### src/rtl/charbuf_pkg.sv
// Shared constants, command codes and FSM states
// for the character-buffer scroll/clear engine.
package charbuf_pkg;

  localparam int COLS        = 80;
  localparam int ROWS        = 30;
  localparam int ADDR_W      = 12;
  localparam int DATA_W      = 8;
  localparam int SCREEN_SIZE = COLS * ROWS;
  localparam int SCROLL_LAST = COLS * (ROWS - 1) - 1;

  typedef enum logic [1:0] {
    CMD_NOP       = 2'b00,
    CMD_SCROLL    = 2'b01,
    CMD_CLEAR     = 2'b10,
    CMD_FILL_LINE = 2'b11
  } cmd_e;

  typedef enum logic [2:0] {
    IDLE,
    SCR_RD,
    SCR_CAP,
    SCR_WR,
    FILL,
    DONE
  } state_e;

  // line * 80 as 16*l + 64*l, no multiplier
  function automatic logic [ADDR_W-1:0] line_base(
    input logic [4:0] l
  );
    logic [ADDR_W-1:0] w;
    w = ADDR_W'(l);
    return (w << 4) + (w << 6);
  endfunction

endpackage

### src/rtl/charbuf_scroll_ctrl.sv
// Charbuf port-A owner: CPU accesses win the port,
// the scroll/clear/fill engine stalls behind them.
module charbuf_scroll_ctrl
  import charbuf_pkg::*;
(
  input  logic              clk_i,
  input  logic              rst_i,
  input  logic              cmd_valid_i,
  input  logic [1:0]        cmd_i,
  input  logic [DATA_W-1:0] fill_char_i,
  input  logic [4:0]        line_i,
  input  logic              abort_i,
  output logic              cmd_ready_o,
  output logic              busy_o,
  output logic              done_o,
  input  logic              cpu_req_i,
  input  logic              cpu_we_i,
  input  logic [ADDR_W-1:0] cpu_addr_i,
  input  logic [DATA_W-1:0] cpu_wdata_i,
  output logic [DATA_W-1:0] cpu_rdata_o,
  output logic [ADDR_W-1:0] mem_addr_o,
  output logic              mem_we_o,
  output logic [DATA_W-1:0] mem_wdata_o,
  input  logic [DATA_W-1:0] mem_rdata_i
);

  state_e            state_q, state_d;
  logic [ADDR_W-1:0] idx_q, idx_d;
  logic [ADDR_W-1:0] end_q, end_d;
  logic [DATA_W-1:0] hold_q, hold_d;
  logic [DATA_W-1:0] fchar_q, fchar_d;

  logic [ADDR_W-1:0] eng_addr;
  logic              eng_we;
  logic [DATA_W-1:0] eng_wdata;

  always_ff @(posedge clk_i or posedge rst_i) begin
    if (rst_i) begin
      state_q <= IDLE;
      idx_q   <= '0;
      end_q   <= '0;
      hold_q  <= '0;
      fchar_q <= '0;
    end else begin
      state_q <= state_d;
      idx_q   <= idx_d;
      end_q   <= end_d;
      hold_q  <= hold_d;
      fchar_q <= fchar_d;
    end
  end

  always_comb begin
    state_d   = state_q;
    idx_d     = idx_q;
    end_d     = end_q;
    hold_d    = hold_q;
    fchar_d   = fchar_q;
    eng_addr  = '0;
    eng_we    = 1'b0;
    eng_wdata = '0;

    unique case (state_q)
      IDLE: begin
        if (cmd_valid_i) begin
          fchar_d = fill_char_i;
          unique case (1'b1)
            (cmd_i == CMD_SCROLL): begin
              idx_d   = '0;
              state_d = SCR_RD;
            end
            (cmd_i == CMD_CLEAR): begin
              idx_d   = '0;
              end_d   = ADDR_W'(SCREEN_SIZE - 1);
              state_d = FILL;
            end
            (cmd_i == CMD_FILL_LINE): begin
              if (line_i >= 5'(ROWS)) begin
                state_d = DONE;
              end else begin
                idx_d   = line_base(line_i);
                end_d   = line_base(line_i)
                        + ADDR_W'(COLS - 1);
                state_d = FILL;
              end
            end
            default: ;
          endcase
        end
      end
      SCR_RD: begin
        eng_addr = idx_q + ADDR_W'(COLS);
        if (!cpu_req_i)
          state_d = SCR_CAP;
      end
      // read data lands here; port is free for the CPU
      SCR_CAP: begin
        hold_d  = mem_rdata_i;
        state_d = SCR_WR;
      end
      SCR_WR: begin
        eng_addr  = idx_q;
        eng_we    = 1'b1;
        eng_wdata = hold_q;
        if (!cpu_req_i) begin
          if (idx_q == ADDR_W'(SCROLL_LAST)) begin
            idx_d   = ADDR_W'(SCROLL_LAST + 1);
            end_d   = ADDR_W'(SCREEN_SIZE - 1);
            state_d = FILL;
          end else begin
            idx_d   = idx_q + ADDR_W'(1);
            state_d = SCR_RD;
          end
        end
      end
      FILL: begin
        eng_addr  = idx_q;
        eng_we    = 1'b1;
        eng_wdata = fchar_q;
        if (!cpu_req_i) begin
          if (idx_q == end_q)
            state_d = DONE;
          else
            idx_d = idx_q + ADDR_W'(1);
        end
      end
      DONE:    state_d = IDLE;
      default: state_d = IDLE;
    endcase

    // current-cycle port use still completes
    if (abort_i && state_q != IDLE)
      state_d = IDLE;
  end

  assign cmd_ready_o = (state_q == IDLE);
  assign busy_o      = (state_q != IDLE);
  assign done_o      = (state_q == DONE);

  assign mem_addr_o  = cpu_req_i ? cpu_addr_i  : eng_addr;
  assign mem_we_o    = cpu_req_i ? cpu_we_i    : eng_we;
  assign mem_wdata_o = cpu_req_i ? cpu_wdata_i : eng_wdata;
  assign cpu_rdata_o = mem_rdata_i;

endmodule

### config.mk
export PLATFORM = sky130hd
export DESIGN_NAME = charbuf_scroll_ctrl
export DESIGN_NICKNAME = d
export VERILOG_FILES = /design/src/rtl/charbuf_pkg.sv /design/src/rtl/charbuf_scroll_ctrl.sv
export SDC_FILE = /design/constraint.sdc
export NUM_CORES = 1
export LEC_CHECK = 0
export ABC_AREA = 1
export CORE_MARGIN = 2
export CORE_UTILIZATION = 32
export DETAILED_ROUTE_END_ITERATION = 6
export HOLD_SLACK_MARGIN = 0.03
export PLACE_DENSITY = 0.54
export SLEW_MARGIN = 10
export SYNTH_ARGS = -nofsm -noshare
export SYNTH_HDL_FRONTEND = slang
export SYNTH_SLANG_ARGS = --single-unit
### constraint.sdc
create_clock -name clk_i -period 3.1 [get_ports clk_i]
set_clock_uncertainty 0.2 [all_clocks]
set_input_delay 0.465 -clock clk_i [delete_from_list [all_inputs] [get_ports clk_i]]
set_output_delay 0.465 -clock clk_i [all_outputs]
set_load 0.005 [all_outputs]
==> flow_summary.json <==
{
  "dieWidth_microns": 103.1,
  "detailed_routing_iteration_count_for_the_pre_antenna_repair_pass": 4,
  "intPower_mw": 1.481,
  "cts.hold.buffers_added": 0,
  "clock-sinks": 40,
  "vias": 3263,
  "power.switching_fraction": 0.4621,
  "tightest_slew_ps": 546.8,
  "leakage_nw": 2.010,
  "reg_clk_slew_reported_paths_ps": 80,
  "cts_tree": "built",
  "synth.yosys.seq_area_share": 0.3183,
  "remaining_drc_errors": 0,
  "die_height_microns": 103.1,
  "finalMaxSlewViolations": 0,
  "netSwitchingPower_mw": 1.272,
  "io_pins": 81,
  "finalHoldViolCount": 0,
  "power.ir.vdd_worst_mv": 0.4618,
  "cts_root_buf": "clkbuf_8",
  "post-route-min-period_ps": 2912,
  "placementRows": 36,
  "fmaxAchievable_ghz": 0.3434,
  "antenna_left": 0,
  "area_growth_pct": 31.48,
  "place.port_buffers": 80,
  "insertedDiodeCount": 0,
  "drive_above_1_share": 0.05516,
  "seqPwrFrac": 0.323,
  "synth-main-ff-cell": "dfrtp_1",
  "antenna_violations_before_repair": 0,
  "grt_setup_unrepaired": "false",
  "synth.ff_latch_count": 40,
  "synth.area.top_cells": "dfrtp_1 (32%), nand2_1 (22%), inv_1 (6.4%)",
  "numCtsBuffers": 5,
  "cp.arrival_ps": 2250,
  "worstHoldPathType": "reg2reg",
  "timing.hold.worst_path_depth": 2,
  "vias_per_cell": 4.695,
  "reg2regPathDepth": 9,
  "status": "finished, final reports clean",
  "part_of_the_total_power_dissipated_in_the_clock_network": 0.123,
  "core_area_sq_um": 9639,
  "number_of_global_route_vias_before_repair": 3170,
  "synthesis.nets": 549,
  "setup_viol": 0,
  "cts-htree-levels": 2,
  "final_cells": 695,
  "dp_hpwl_microns": 7483,
  "fin_setup_tns_ps": 0,
  "post_synth_num_cell_types": 38,
  "slew_headroom": 0.6355,
  "clk_path_buf_depth": 2,
  "netlist.area_leader.share": 0.3183,
  "post_synthesis_instance_area_sq_um": 3144,
  "critPathRequiredTime_ps": 2430,
  "grt_overall_usage": 0.1919,
  "insertion_delay_to_the_later_sink_of_the_worst_skew_pair_ps": 290,
  "place.gp.congestion": 0.9119,
  "start_util": 0.3262,
  "floorplan.die_area_sq_um": 10630,
  "grt_start_max_net_pins": 41,
  "cp-end-kind": "output pin",
  "critical_path.max_fanout": 6,
  "critical_path.startpoint_type": "register",
  "avgSynthCellArea_sq_um": 6.430,
  "synth-edff-count": 0,
  "wirelength_microns": 9633,
  "power_per_cell_area_nw_per_um2": 665.9,
  "synth.largest_area_cell": "dfrtp_1",
  "routed_wire_length_per_instance_microns": 13.86,
  "nets": 622,
  "syn_inst": 489,
  "pwr-share-comb": 0.554,
  "max_cap_violations": 0,
  "power.total_mw": 2.753,
  "critical_path_class": "reg2out",
  "synth.yosys.warnings": 0,
  "grt_first_pass_wirelength_microns": 15850,
  "fin_crit_sh": 0.9394,
  "synth-async-reset-ratio": 1.000,
  "drtIter0Drc": 121,
  "placed_cells_incl_taps": 688,
  "grt_remaining_overflow": 0
}
## power by group through the flow
| stage | Sequential [mW] | Clock [mW] | Combinational, mW |
|---|---|---|---|
| 2_1_floorplan | 0.829 | 0 | 1.05 |
| 3_3_place_gp | 0.887 | 0 | 1.53 |
| 3_5_place_dp | 0.896 | 0 | 1.53 |
| 4_1_cts | 0.887 | 0.350 | 1.54 |
| 5_1_grt | 0.920 | 0.373 | 1.73 |
| 6_report | 0.890 | 0.338 | 1.52 |
## layout by cell type (no fill, tap or decap), types with 2 or more instances in the layout
master / count
nand4_1: 7
a21oi_1: 18
ha_1: 10
inv_2: 3
buf_4: 11
o21ai_0: 31
o211ai_1: 2
inv_1: 54
o22ai_1: 7
dfrtp_1: 40
clkdlybuf4s50_1: 80
nand2_1: 183
o21ai_1: 3
a22oi_1: 2
xor2_1: 4
clkbuf_8: 5
nor2_1: 32
xnor2_1: 8
nand3_1: 36
nor3_1: 4
nor2_2: 3
nand2_2: 3
## metal layers
metal  up-vias  track usage  share of wire
met1      1473       0.2759           0.50
met2        84       0.3062           0.45
met5         -            0              0
li1       1702            -              -
met4         0      0.05162         0.0089
met3         4      0.02169          0.047
## registers in the layout, indices dropped and copies added (netlist names)
name and count:
idx_q 12, state_q 3, fchar_q 8, hold_q 8, end_q 9
## cell usage after synthesis, types with 2 or more instances
cell type and count:
buf_4 10, ha_1 10, o21ai_0 32, nand4_1 7, inv_2 3, inv_1 54, buf_2 6, o211ai_1 2
dfrtp_1 40, xnor2_1 8, xor2_1 4, nand2_1 183, nor2_2 2, o21ai_1 2, a22oi_1 2, nand2_2 3
nor3_1 4, o22ai_1 7, nor2_1 33, clkbuf_1 7, a21oi_1 18, nand3_1 36
## what timing repair did
| item | in CTS | in global routing |
|---|---|---|
| resized for setup | 0 | 2 |
| buffers inserted | 0 | 0 |
| endpoints found under the setup margin | 0 | 3 |
## metrics by stage
stage                     worst slack, ps    util  hold WS [ps]  instance area [sq um]
after floorplan                      1069       -         249.2                   3144
final                               187.8  0.4289         301.7                   4134
after global routing                22.97  0.4289         335.8                   4134
after CTS                           158.5  0.4286         312.9                   4131
after global placement              395.3  0.4206         269.1                   4054
after detailed placement            345.4  0.4206         293.6                   4054
## worst paths after layout
| path | start | end | slack (ps) |
|---|---|---|---|
| max in group asynchronous | rst_i | state_q[2] | 1910 |
| max | idx_q[5] | mem_addr_o[10] | 190 |
| min in group asynchronous | rst_i | hold_q[2] | 400 |
| max reg2reg | state_q[0] | idx_q[4] | 740 |
| min reg2reg | hold_q[7] | hold_q[7] | 300 |
| min | hold_q[7] | hold_q[7] | 300 |
## worst max-delay path, cell delays in order (launching register included)
cell	delay [ps]
dfrtp_1	460
ha_1	240
nor2_2	160
nor3_1	100
a21oi_1	140
o21ai_0	90
o21ai_0	100
nand2_1	90
nand2_1	60
clkdlybuf4s50_1	500
## layout make-up
type                    instances  area [sq um]
fillers                      1043          5505
multi-input cells             366          1788
inverters                      58         217.7
clock inverters                 1         5.005
clock buffers                   6         72.57
repair buffers                 91         883.3
flip-flops and latches         40          1001
well taps                     133         166.4
## logic make-up after synthesis
group	Yosys count	share of synthesized area
flops	40	0.3183
compound gates	69	0.1222
xor+xnor	12	0.03343
fa+ha+maj	11	0.04616
simple gates	273	0.3625
mux	1	0.003581
buf+inv	83	0.1138
(Power assumes the default switching activity.)
